$ cat src/rtl/gpio_apb_master.sv
// ---------------------------------------------------------------------------
// gpio_apb_master
//   APB initiator: turns a valid/ready command stream into single APB
//   transfers and returns exactly one response per command on a separate
//   valid/ready channel. A transfer moves through IDLE -> SETUP -> ACCESS -> RESP.
//   All APB and rsp_* outputs come straight from registers.
//
// Build option:
//   APB_MASTER_TIMEOUT_EN - when defined, a watchdog aborts an ACCESS phase
//   after TIMEOUT_CYCLES wait states and reports rsp_err = rsp_timeout = 1.
//   When it is undefined there is no counter and rsp_timeout is tied low.
//
// Ports:
//   PCLK, PRESETn                  clock, asynchronous active-low reset
//   cmd_valid/cmd_ready            command handshake
//   cmd_write/cmd_addr/cmd_wdata   command payload
//   rsp_valid/rsp_ready            response handshake
//   rsp_rdata/rsp_err/rsp_timeout  response payload
//   PSEL/PENABLE/PWRITE/PADDR/PWDATA  APB request outputs
//   PRDATA/PREADY/PSLVERR          APB completion inputs
//   busy                           high whenever the FSM is not in IDLE
// ---------------------------------------------------------------------------
module gpio_apb_master #(
  parameter int unsigned ADDR_W         = 8,
  parameter int unsigned DATA_W         = 32,
  parameter int unsigned TIMEOUT_CYCLES = 255
) (
  input  logic              PCLK,
  input  logic              PRESETn,
  input  logic              cmd_valid,
  output logic              cmd_ready,
  input  logic              cmd_write,
  input  logic [ADDR_W-1:0] cmd_addr,
  input  logic [DATA_W-1:0] cmd_wdata,
  output logic              rsp_valid,
  input  logic              rsp_ready,
  output logic [DATA_W-1:0] rsp_rdata,
  output logic              rsp_err,
  output logic              rsp_timeout,
  output logic              PSEL,
  output logic              PENABLE,
  output logic              PWRITE,
  output logic [ADDR_W-1:0] PADDR,
  output logic [DATA_W-1:0] PWDATA,
  input  logic [DATA_W-1:0] PRDATA,
  input  logic              PREADY,
  input  logic              PSLVERR,
  output logic              busy
);

  typedef enum logic [1:0] {
    S_IDLE   = 2'd0,
    S_SETUP  = 2'd1,
    S_ACCESS = 2'd2,
    S_RESP   = 2'd3
  } state_e;

  state_e            state_q, state_d;
  logic              psel_q, psel_d;
  logic              penable_q, penable_d;
  logic              pwrite_q, pwrite_d;
  logic [ADDR_W-1:0] paddr_q, paddr_d;
  logic [DATA_W-1:0] pwdata_q, pwdata_d;
  logic              rsp_valid_q, rsp_valid_d;
  logic              rsp_err_q, rsp_err_d;
  logic [DATA_W-1:0] rsp_rdata_q, rsp_rdata_d;
  logic              timeout_hit;

`ifdef APB_MASTER_TIMEOUT_EN
  localparam int unsigned            CNT_W    = 16;
  localparam logic [CNT_W-1:0]       CNT_LAST = CNT_W'(TIMEOUT_CYCLES - 1);

  logic [CNT_W-1:0] cnt_q, cnt_d;
  logic             rsp_timeout_q;

  // cnt_q holds the number of wait states already seen in this ACCESS phase,
  // so the limit is reached on the wait state that would make it TIMEOUT_CYCLES.
  // PREADY high in that same cycle wins and completes normally.
  assign timeout_hit = (state_q == S_ACCESS) && !PREADY && (cnt_q == CNT_LAST);

  always_comb begin
    cnt_d = cnt_q;
    if (state_q == S_SETUP) begin
      cnt_d = '0;
    end else if (state_q == S_ACCESS && !PREADY) begin
      cnt_d = cnt_q + 1'b1;
    end
  end

  always_ff @(posedge PCLK or negedge PRESETn) begin
    if (!PRESETn) begin
      cnt_q         <= '0;
      rsp_timeout_q <= 1'b0;
    end else begin
      cnt_q <= cnt_d;
      if (timeout_hit) begin
        rsp_timeout_q <= 1'b1;
      end else if (state_q == S_ACCESS && PREADY) begin
        rsp_timeout_q <= 1'b0;
      end
    end
  end

  assign rsp_timeout = rsp_timeout_q;
`else
  assign timeout_hit = 1'b0;
  assign rsp_timeout = 1'b0;
`endif

  always_comb begin
    // NOTE: every signal gets its hold value first so no path through the
    // case statement can leave one unassigned and infer a latch.
    state_d     = state_q;
    psel_d      = psel_q;
    penable_d   = penable_q;
    pwrite_d    = pwrite_q;
    paddr_d     = paddr_q;
    pwdata_d    = pwdata_q;
    rsp_valid_d = rsp_valid_q;
    rsp_err_d   = rsp_err_q;
    rsp_rdata_d = rsp_rdata_q;

    unique case (state_q)
      S_IDLE: begin
        if (cmd_valid) begin
          pwrite_d = cmd_write;
          paddr_d  = cmd_addr;
          pwdata_d = cmd_wdata;
          psel_d   = 1'b1;
          state_d  = S_SETUP;
        end
      end
      S_SETUP: begin
        penable_d = 1'b1;
        state_d   = S_ACCESS;
      end
      S_ACCESS: begin
        if (PREADY) begin
          rsp_rdata_d = pwrite_q ? '0 : PRDATA;
          rsp_err_d   = PSLVERR;
          rsp_valid_d = 1'b1;
          psel_d      = 1'b0;
          penable_d   = 1'b0;
          state_d     = S_RESP;
        end else if (timeout_hit) begin
          rsp_rdata_d = '0;
          rsp_err_d   = 1'b1;
          rsp_valid_d = 1'b1;
          psel_d      = 1'b0;
          penable_d   = 1'b0;
          state_d     = S_RESP;
        end
      end
      S_RESP: begin
        // The bus is already idle here; only the response side waits.
        if (rsp_ready) begin
          rsp_valid_d = 1'b0;
          state_d     = S_IDLE;
        end
      end
      default: state_d = S_IDLE;
    endcase
  end

  always_ff @(posedge PCLK or negedge PRESETn) begin
    if (!PRESETn) begin
      state_q     <= S_IDLE;
      psel_q      <= 1'b0;
      penable_q   <= 1'b0;
      pwrite_q    <= 1'b0;
      paddr_q     <= '0;
      pwdata_q    <= '0;
      rsp_valid_q <= 1'b0;
      rsp_err_q   <= 1'b0;
      rsp_rdata_q <= '0;
    end else begin
      // NOTE: non-blocking assignments so every register samples the values
      // from before the edge, independent of statement order.
      state_q     <= state_d;
      psel_q      <= psel_d;
      penable_q   <= penable_d;
      pwrite_q    <= pwrite_d;
      paddr_q     <= paddr_d;
      pwdata_q    <= pwdata_d;
      rsp_valid_q <= rsp_valid_d;
      rsp_err_q   <= rsp_err_d;
      rsp_rdata_q <= rsp_rdata_d;
    end
  end

  assign cmd_ready = (state_q == S_IDLE);
  assign busy      = (state_q != S_IDLE);
  assign PSEL      = psel_q;
  assign PENABLE   = penable_q;
  assign PWRITE    = pwrite_q;
  assign PADDR     = paddr_q;
  assign PWDATA    = pwdata_q;
  assign rsp_valid = rsp_valid_q;
  assign rsp_err   = rsp_err_q;
  assign rsp_rdata = rsp_rdata_q;

endmodule

$ cat config.mk
export PLATFORM = sky130hd
export DESIGN_NAME = gpio_apb_master
export DESIGN_NICKNAME = d
export VERILOG_FILES = /design/src/rtl/gpio_apb_master.sv
export SDC_FILE = /design/constraint.sdc
export NUM_CORES = 1
export LEC_CHECK = 0
export CAP_MARGIN = 25
export CORE_MARGIN = 2
export CORE_UTILIZATION = 36
export DETAILED_ROUTE_END_ITERATION = 7
export PLACE_DENSITY_LB_ADDON = 0.3
export SLEW_MARGIN = 20
export SYNTH_ARGS = -nofsm -noshare
export SYNTH_HDL_FRONTEND = slang
export SYNTH_SLANG_ARGS = --single-unit
$ cat constraint.sdc
create_clock -name PCLK -period 1.7 [get_ports PCLK]
set_clock_uncertainty 0.2 [all_clocks]
set_input_delay 0.34 -clock PCLK [delete_from_list [all_inputs] [get_ports PCLK]]
set_output_delay 0.34 -clock PCLK [all_outputs]
set_load 0.01 [all_outputs]
# Yosys cells after proc, flatten, opt, wreduce, memory -nomap -nowiden
# Index checks and enable logic that the tools add are counted.
[totals]
reg_bits = 79
in_bits = 79
out_inout_bits = 80
elab_cells = 38
[classes]
n_eq_ne = 6
n_mux = 12
n_reduce_logical = 11
[ops]
columns = ["cell", "n"]
rows = [
  ["two-way mux 32 bit", 1],
  ["AND reduction 3 bit", 3],
  ["one-hot mux 2 bit (4 select lines)", 1],
  ["nonzero test 2 bit", 4],
  ["two-way mux 2 bit", 3],
  ["!= test 2 bit (second input constant)", 3],
  ["one-hot mux 1 bit (2 select lines)", 3],
  ["AND reduction 2 bit", 3],
  ["equality test 2 bit (second input constant)", 2],
  ["two-way mux 1 bit", 4],
  ["equality test 2 x 1 -> 1 bit (second input constant)", 1],
  ["zero test 2 bit", 1],
]

# Logic depth before layout (Yosys ltp)
[depth]
ltp_word = 3
mapped_depth = 7
ltp_nobuf = 5

# Worst setup path after synthesis
# OpenSTA, ideal clock, no wires.
[synth_timing]
path_kind = "reg2reg"
start = "register state_q[0]"
end = "register state_q[1]"
setup_ns = 0.127
arrival_time_ns = 1.457
t_required_ns = 1.373
path_slack_ns = -0.084
stages_incl_launch_ff = 5
n_path_buf = 0
synth_period_minus_slack_ns = 1.784
path_cell_list = "dfrtp_1 > inv_1 > ha_1 > a222oi_1 > mux2_1"
[synth_via]
elab_chain_len = 3
word_cells_on_any_way = 9
cone_classes = "eq/ne (6); mux (1); reduce/logical (2)"
[synth_rtl]
columns = ["element", "line_no", "rtl"]
rows = [
  ["start: declaration", "58", "state_e state_q, state_d;"],
  ["start signal: assignment", "179", "state_q <= state_d;"],
  ["equality test 2 bit or zero test 2 bit (tied branches)", "123", "unique case (state_q)"],
  ["!= test 2 bit (no source line)", "n/a", ""],
  ["AND reduction 3 bit (no source line)", "n/a", ""],
]
# Parallel ways exist; a longest one is shown, timed or not.
# A chain may end at the register's enable or synchronous reset.

# Final worst setup path
# Ends and elaborated chain as after synthesis.

==> impl_metrics.yaml <==
layout:
  final_cell_area_um2: 5361
  antennaDiodeCount: 0
  instances_no_fill: 559
  mostFrequentLayoutCells: "dfrtp_1, clkdlybuf4s50_1, dlygate4sd2_1"
  layout_commonest_cell: "dfrtp_1"
  layout.nets: 531
  syn2layout_area_growth_pct: 66.15
  drive_gt1_share_pct: 21.95
cts:
  ctsHtreeMaxLevel: 3
  cts-buffers-inserted: 9
  clk_pin_slew_ps: 90
  cts_max_path_buffers: 2
  cts_sinks: 79
  cts-root-buf: "clkbuf_8"
  cts_tree: "yes"
  clk_latency_ps: 340
run_status:
  violations: "setup timing"
  outcome: "complete, but fails checks"
yosys:
  yosysWarnings: 0
  synth-seq-cells: 79
  ys_types: 22
  syn_avg_cell_area_um2: 12.18
  synth_cells: 265
  synth-seq-area-share_pct: 61.26
  netlist_area_um2: 3227
  syn-num-nets: 350
worst_setup_path:
  slowest_stage: "a222oi_1"
  r2r_setup_slack_ps: -110
  cp_max_fo: 2
  crit_chain: "inv_2 -> buf_6 -> ha_4 -> a222oi_1 -> mux2_1"
  reg2reg_to: "state_q[1]"
  end_kind: "register"
  critPathRequiredTime_ps: 1720
  cp.arrival_ps: 1830
  cp_slowest_stage_delay_ps: 420
  reg2reg_depth: 5
  r2r-start: "state_q[0]"
  startpoint_type: "register"
  worst-setup-path-type: "reg -> reg"
place:
  place_inst: 536
  io_buffers: 157
  dpl_cell_area_um2: 5117
  dp_hpwl_um: 5949
  place_congestion: 0.7580
sta:
  rsz0062_at_grt: "yes"
  fin_ws_ps: -107.1
  setup_viol: 3
  min_period_over_period_pct: 106.3
  fin_hold_ws_ps: 272.0
  fin_crit_ps: 1807
  fmax_mhz: 553.4
  drv_slew: 0
  hold_viol_final: 0
floorplanning:
  num_rows: 34
  dieArea_um2: 9737
  coreArea_um2: 8721
  die_y_um: 98.68
  io_pins: 159
  fp.dieW_um: 98.68
  start_util_pct: 37.00
routing:
  routed_via_density: 4.631
  routed_wl_um: 8198
  first_pass_iters: 4
  ant_nets: 0
  first_iter_violations: 41
  wl_per_cell_um: 14.67
  via_count: 2589
  post-route-drc-count: 0
global_route:
  grt_util_all_layers_pct: 16.85
  grt_antenna_before_repair: 0
  grt_max_degree: 34
  grt-ovfl-total: 0
  grt_pass1_vias: 2628
  grt_pass1_wl_um: 13010
power:
  p_per_area_nw_per_um2: 1684
  p_leak_nw: 2.513
  ir_drop_mv: 0.7699
run:
  cap_violations: 0
min_path:
  hp-class: "in -> async"
==> worst max-delay path, delay by kind of cell, from the launching register on <==
family / cells / cell delay, ps
buffers and inverters: 2 / 190
muxes: 1 / 360
DFF: 1 / 370
AOI/OAI and AO/OA: 1 / 420
adders and majority gates: 1 / 150
==> sequential cells by signal, indices dropped and copies added (netlist names) <==
| signal | flops |
|---|---|
| PSEL | 1 |
| PWRITE | 1 |
| rsp_valid | 1 |
| rsp_rdata | 32 |
| rsp_err | 1 |
| PWDATA | 32 |
| PADDR | 8 |
| state_q | 2 |
| PENABLE | 1 |
==> worst max path at each step <==
| stage | from | endpoint | cells after the start |
|---|---|---|---|
| finish | state_q[0] | state_q[1] | 5 |
| global route | state_q[0] | state_q[0] | 6 |
| CTS | state_q[1] | state_q[1] | 4 |
| detailed placement | PREADY | state_q[1] | 4 |
| global placement | PREADY | state_q[1] | 4 |
| floorplan | state_q[1] | state_q[1] | 3 |
==> metrics by stage <==
stage                     power [mW]  utilization, %  worst slack, ps  setup TNS (ps)
after floorplan                5.289               -           -31.27          -31.27
after global placement         7.892           58.68           -255.4           -9139
after detailed placement       8.040           58.68           -259.0          -10330
after CTS                      8.977           60.59           -95.06          -202.0
after global routing           9.684           61.48           -149.3          -464.5
final                          9.027           61.48           -107.1          -238.6
==> cell usage after synthesis <==
cell | n | area share [%]
buf_1 | 1 | 0.12
a211oi_1 | 1 | 0.23
a222oi_1 | 1 | 0.31
nand2b_1 | 35 | 6.8
dfrtp_1 | 79 | 61
mux2_1 | 1 | 0.35
inv_2 | 1 | 0.12
o21ai_0 | 35 | 5.4
mux2_2 | 42 | 15
nand3_1 | 1 | 0.15
conb_1 | 1 | 0.12
inv_1 | 5 | 0.58
nand2_1 | 36 | 4.2
a22o_1 | 1 | 0.27
buf_2 | 5 | 0.78
ha_1 | 6 | 2.3
clkbuf_1 | 8 | 0.93
and4_1 | 1 | 0.27
mux2i_1 | 2 | 0.62
buf_4 | 1 | 0.23
nor2_1 | 1 | 0.12
a21oi_1 | 1 | 0.15
==> timing repair <==
item                                    CTS  global route
pin swaps                                 2             0
gates cloned                              0             1
resized for setup                        90            11
hold buffers                              1             0
endpoints found under the hold margin    26             0
endpoints found under the setup margin   94            28
buffers inserted                          3             2
==> per-layer routing <==
layer / vias up / GRT usage [%] / share of wire (%)
li1: 1242 / - / -
met1: 1248 / 20.93 / 42
met2: 88 / 28.68 / 51
met3: 11 / 3.404 / 5.2
met4: 0 / 7.165 / 1.9
met5: - / 0 / 0
==> cell families (layout without fill, tap and decap cells) <==
kind of cell               count (synthesis)  in the layout  synth area share (%)
AOI/OAI and AO/OA                         39             39                 6.398
adders and majority gates                  6              6                 2.326
buffers and inverters                     21            207                 2.753
DFF                                       79             79                 61.26
muxes                                     45             45                 15.63
other                                      1              1                0.1162
and+or+nand+nor                           74             74                 11.52
==> area by class of cell <==
type | instances | area, um^2
clock buffers | 11 | 151.4
clock inverters | 5 | 63.81
fillers | 738 | 3359
inverters | 6 | 22.52
multi-input cells | 165 | 1229
flip-flops and latches | 79 | 1977
well taps | 108 | 135.1
repair buffers | 185 | 1783
==> where the power goes <==
part           total (mW)  switching, mW  leakage (nW)  internal, mW
registers            3.21          0.417         0.957          2.79
logic                4.33           1.93          1.45          2.40
clock network        1.49          0.718         0.107         0.773
(Power assumes the default switching activity.)
==> variant 1: new RTL, config.mk and constraints unchanged <==
The parameter `DATA_W` goes from 32 to 24.
--- a/src/rtl/gpio_apb_master.sv
+++ b/src/rtl/gpio_apb_master.sv
@@ -24,3 +24,3 @@
   parameter int unsigned ADDR_W         = 8,
-  parameter int unsigned DATA_W         = 32,
+  parameter int unsigned DATA_W         = 24,
   parameter int unsigned TIMEOUT_CYCLES = 255
Interface: changed (resized PRDATA, PWDATA, cmd_wdata and rsp_rdata); port bits go from 159 to 127. No check against the original RTL was run, so the function may have changed too.
==> variant 1 against the unedited design <==
The run still ends with setup timing left. Synthesized area down 19%. Sequential power shrank 20%. Non-clock buffer count down 39. Sequential cell count down 16. Worst setup slack got worse by 0.0010 ns. Worst hold slack worse by 0.0018 ns. Via count decreased by 22%. Critical path depth did not move. Maximum frequency is essentially flat. Core utilization up 0.23 points. Power decreased by 22%. Design area is 21% lower. Routed wire length down 29%. Critical path type unchanged. Critical endpoint unchanged. Largest power group unchanged. Highest routed layer unchanged.
==> variant 1: results (changes against the unedited design) <==
Status
  • Status: finished with violations
  • Failing checks: setup timing

CTS
  • Root buf cell: clkbuf_8
  • Clk_lat worst skew: roughly 0.33 ns
  • Total CTS buffers: 9 (unchanged)
  • Worst-case clock buffer depth: 2 (unchanged)
  • Hold buffer count at CTS: 1 (unchanged)
  • Setup bufs post-CTS: 2 (-1)
  • CTS H-tree depth: 3 (unchanged)
  • Post-CTS sizing: 74 (-18%)
  • Worst-path clk slew: 0.07 ns (-0.02 ns)

Yosys
  • Adder-cell share of the synthesized area: 2.89% (+0.56 points)
  • Ranking of synthesized cells by area: dfrtp_1 61%, mux2_2 15%, nand2b_1 6.5%, o21ai_0 5.2%, nand2_1 4.0%
  • Largest family of logic cells by synthesized area: multiplexers
  • Seq/Total Area, Yosys: 60.6% (-0.63 points)
  • Mux contribution to synthesized area: 15.9% (+0.30 points)
  • YS warnings: 0 (unchanged)
  • Synth Flop Type: dfrtp_1
  • Compound-Gate Fraction of Synth Area: 6.40% (about the same)
  • Net count after synthesis: 282 (-19%)
  • Post-Synth XOR/XNOR Area: 0% (unchanged)
  • Async S/R FF share, synth: 100% (unchanged)
  • Most frequent cells after synthesis: 63 x dfrtp_1, 34 x mux2_2, 28 x nand2_1, 27 x nand2b_1, 27 x o21ai_0
  • Yosys cell types: 21 (-4.5%)

Place
  • Area after DPL: 4090 um2 (-20%)
  • Port Buf Inserts: 125 (-20%)
  • DP HPWL: 4.20 mm (-29%)
  • Placer Congestion: 0.788 (+4.0%)

Global route
  • Vias in the first global route: 2068 (-21%)
  • Largest net degree at the start of global routing: 64 (+88%)
  • Initial antenna violation count: 0 (unchanged)
  • First-pass GRT wire length: 9.35 mm (-28%)
  • GRT Util Overall: 15.4% (-1.5 points)

Routing
  • Final WL: 5.80 mm (-29%)
  • 1st-iter DRT viols: 59 (+44%)
  • Via/cell ratio: 4.41 (-4.9%)
  • DRT Pass-1 Iters: 4 (unchanged)

Hold path
  • Worst Hold Class: reg2reg

Power and ir drop
  • Pleak: 1.99 nW (-21%)
  • VDD IR max: 0.939 mV (+22%)

Layout
  • Share of post-route cells with drive strength above 1: 23.1% (+1.1 points)
  • # diodes: 0 (unchanged)
  • Final nets: 428 (-19%)

Worst setup path
  • CP Max Fanout: 2 (unchanged)

Timing
  • Final worst slack: -0.108 ns (-0.00103 ns)
  • Final setup violation count: 2 (-1)
## variant 1: cell count changes in the layout (fill, tap and decap cells not counted), sizes merged, moves of 6 or more
cell / before / now
clkdlybuf4s50: 77 / 61
dfrtp: 79 / 63
dlygate4sd2: 77 / 61
mux2: 43 / 35
nand2: 36 / 28
nand2b: 35 / 27
o21ai: 35 / 27
buf: 29 / 23
## variant 1: final timing paths
| check | endpoint | slack [ns] | from | cells past startpoint |
|---|---|---|---|---|
| worst max-delay path | state_q[1]$_DFFE_PN0P_ | -0.11 | state_q[0]$_DFFE_PN0P_ | 5 |
| worst min register to register | rsp_rdata[18]$_DFFE_PN0P_ | 0.27 | rsp_rdata[18]$_DFFE_PN0P_ | 2 |
| max in group asynchronous | rsp_rdata[16]$_DFFE_PN0P_ | 0.66 | PRESETn | 3 |
| worst max register to register | state_q[1]$_DFFE_PN0P_ | -0.11 | state_q[0]$_DFFE_PN0P_ | 5 |
| worst min-delay path | rsp_rdata[18]$_DFFE_PN0P_ | 0.27 | rsp_rdata[18]$_DFFE_PN0P_ | 2 |
| min in group asynchronous | PWDATA[21]$_DFFE_PN0P_ | 0.35 | PRESETn | 3 |
## variant 1: logic make-up (layout without fill, tap and decap cells)
kind of cell    Yosys count  in the layout
fa+ha+maj                 6              6
flops                    63             63
simple gates             58             58
other cells               1              1
compound gates           31             31
mux                      37             37
buf+inv                  17            168
## variant 1: power by group
| group | total (W) | internal [W] | switching, W |
|---|---|---|---|
| clock | 0.00109 | 0.000520 | 0.000566 |
| combinational | 0.00339 | 0.00190 | 0.00149 |
| sequential | 0.00258 | 0.00223 | 0.000343 |
| total | 0.00705 | 0.00465 | 0.00240 |
## variant 1: metal layers
layer  GRT usage, %  vias to the layer above  share of wire, %
li1               -                      998                 -
met1           18.7                      923                43
met2           24.6                       97                45
met3           5.45                        9                11
met4           6.92                        0               1.3
met5              0                        -                 0
## variant 1: area by class of cell
type                    count  area (um2)
flip-flops and latches     63        1580
clock buffers              10         128
well taps                  96         120
clock inverters             6        37.5
inverters                   6        22.5
fillers                   631        2650
repair buffers            146        1360
multi-input cells         133        1010
## variant 1: through the flow
stage                     setup slack, ns  power (W)  TNS (ns)  utilization, %  instances
final                              -0.108    0.00705    -0.160            61.7        460
after global routing               -0.177    0.00764    -0.381            61.7        460
after CTS                          -0.114    0.00704    -0.204            61.0        458
after detailed placement           -0.300    0.00639     -9.63            59.2        439
after global placement             -0.244    0.00630     -8.15            59.2        439
after floorplan                   -0.0313    0.00428   -0.0313               -        213
## variant 1: worst max-delay path: stages (launching register included)
cell and delay (ns):
dfrtp_1 0.37, inv_2 0.06, buf_6 0.12, ha_4 0.14
a222oi_1 0.43, mux2_1 0.37
==> variant 2: new RTL, same flow settings <==
Made on the original files. Take the reset off `paddr_q`, `pwdata_q` and `rsp_rdata_q` and load them in a clocked block of their own.
--- a/src/rtl/gpio_apb_master.sv
+++ b/src/rtl/gpio_apb_master.sv
@@ -170,7 +170,4 @@
       pwrite_q    <= 1'b0;
-      paddr_q     <= '0;
-      pwdata_q    <= '0;
       rsp_valid_q <= 1'b0;
       rsp_err_q   <= 1'b0;
-      rsp_rdata_q <= '0;
     end else begin
@@ -182,8 +179,11 @@
       pwrite_q    <= pwrite_d;
-      paddr_q     <= paddr_d;
-      pwdata_q    <= pwdata_d;
       rsp_valid_q <= rsp_valid_d;
       rsp_err_q   <= rsp_err_d;
-      rsp_rdata_q <= rsp_rdata_d;
     end
+  end
+
+  always_ff @(posedge PCLK) begin
+    paddr_q     <= paddr_d;
+    pwdata_q    <= pwdata_d;
+    rsp_rdata_q <= rsp_rdata_d;
   end
Behaviour: not the same (a bounded check fails within 4 cycles, from zero or initial values and one cycle with PRESETn low).
==> variant 2 against the unedited design <==
The flow still finishes with violations (setup timing). Worst hold slack lost 0.21 ns. Clock power shrank 19%. Routed wire length shrank 17%. Power shrank 29%. Worst setup slack gained 0.013 ns. Largest power group is now registers. Sequential cell count is the same. Synthesized area shrank 13%. Design area shrank 7.8%.
==> variant 2: results (changes against the unedited design) <==
Routing
  • Via count: 1965 (-24%)
  • WL met2: 3.29 mm (-21%)
  • Wire length on met1: 2.58 mm (-25%)
  • Wire length on met3: 874 um (+100%)
  • 1st-iter DRT viols: 74 (+80%)
  • Final WL: 6.82 mm (-17%)

Worst setup path
  • Max incr delay on CP: 0.39 ns (-0.03 ns)
  • Crit path max-delay cell type: dfrtp_1
  • R2R Path End: state_q[1]$_DFFE_PN0P_
  • Kind of cell adding the most delay to the critical path: flip-flops

Yosys
  • Net count after synthesis: 236 (-33%)
  • Most frequent cells after synthesis: 72 x edfxtp_1, 33 x nor2b_1, 7 x dfrtp_1, 7 x inv_1, 6 x ha_1
  • Async S/R FF share, synth: 8.86% (-91 points)
  • Yosys top cell area share: 76.8% (+16 points)
  • Seq/Total Area, Yosys: 83.0% (+22 points)
  • Yosys cell types: 23 (+4.5%)
  • Compound-Gate Fraction of Synth Area: 2.00% (-4.4 points)
  • EDFF count, synth: 72 (+72)
  • Most common cell in the synthesized netlist: edfxtp_1
  • Adder-cell share of the synthesized area: 2.67% (+0.34 points)
  • Mux contribution to synthesized area: 1.91% (-14 points)
  • Ranking of synthesized cells by area: edfxtp_1 77%, nor2b_1 7.3%, dfrtp_1 6.2%, ha_1 2.7%, inv_1 0.93%

Global route
  • First-pass GRT wire length: 9.70 mm (-25%)
  • Grt met2 use: 24.5% (-4.2 points)
  • Met1 usage: 17.2% (-3.7 points)
  • Vias in the first global route: 1885 (-28%)
  • GRT Util Overall: 15.3% (-1.5 points)
  • Largest net degree at the start of global routing: 34 (unchanged)
  • GRT met3 Usage: 8.06% (+4.7 points)

Place
  • Placer Congestion: 0.797 (+5.2%)
  • DP HPWL: 4.99 mm (-16%)

Timing
  • Final setup violation count: 4 (+1)
  • Final TNS setup: -0.265 ns (-0.0268 ns)
  • Hold WS: 0.0666 ns (-0.205 ns)
  • Final worst slack: -0.0945 ns (+0.0125 ns)

Status
  • Failing checks: setup timing
  • Status: finished with violations

Layout
  • Final nets: 429 (-19%)
  • Share of post-route cells with drive strength above 1: 17.8% (-4.2 points)
  • Fill cell count: 596 (-19%)

Power and ir drop
  • Pleak: 1.94 nW (-23%)
  • VDD IR max: 0.801 mV (+4.0%)

CTS
  • Root buf cell: clkbuf_8
[variant 2: power breakdown]
group,leakage (nW),switching (W),internal (W)
logic,1.11,0.00114,0.00128
registers,0.749,0.000128,0.00267
clock network,0.0809,0.000676,0.000538
[variant 2: cell type report]
type                    instances  area share [%]
flip-flops and latches         79            47.3
inverters                       8           0.759
repair buffers                186            35.6
clock buffers                  10            2.58
clock inverters                 6           0.911
well taps                     102            2.58
multi-input cells              60            10.3
[variant 2: timing repair]
item / CTS / global route
buffers inserted: 3 / 3
pin swaps: 1 / 4
setup endpoints to repair: 81 / 39
cloned: 0 / 0
hold buffers: 0 / 0
resized for setup: 87 / 20
hold endpoints to repair: 0 / 0
[variant 2: per-stage QoR]
stage	std cells	worst slack (ns)	cell area [um2]	total power (W)
3_3_place_gp	429	-0.271	4740	0.00516
2_1_floorplan	151	-0.153	2850	0.00377
5_1_grt	451	-0.162	4940	0.00680
4_1_cts	448	-0.128	4850	0.00624
3_5_place_dp	429	-0.273	4740	0.00521
6_report	451	-0.0945	4940	0.00644
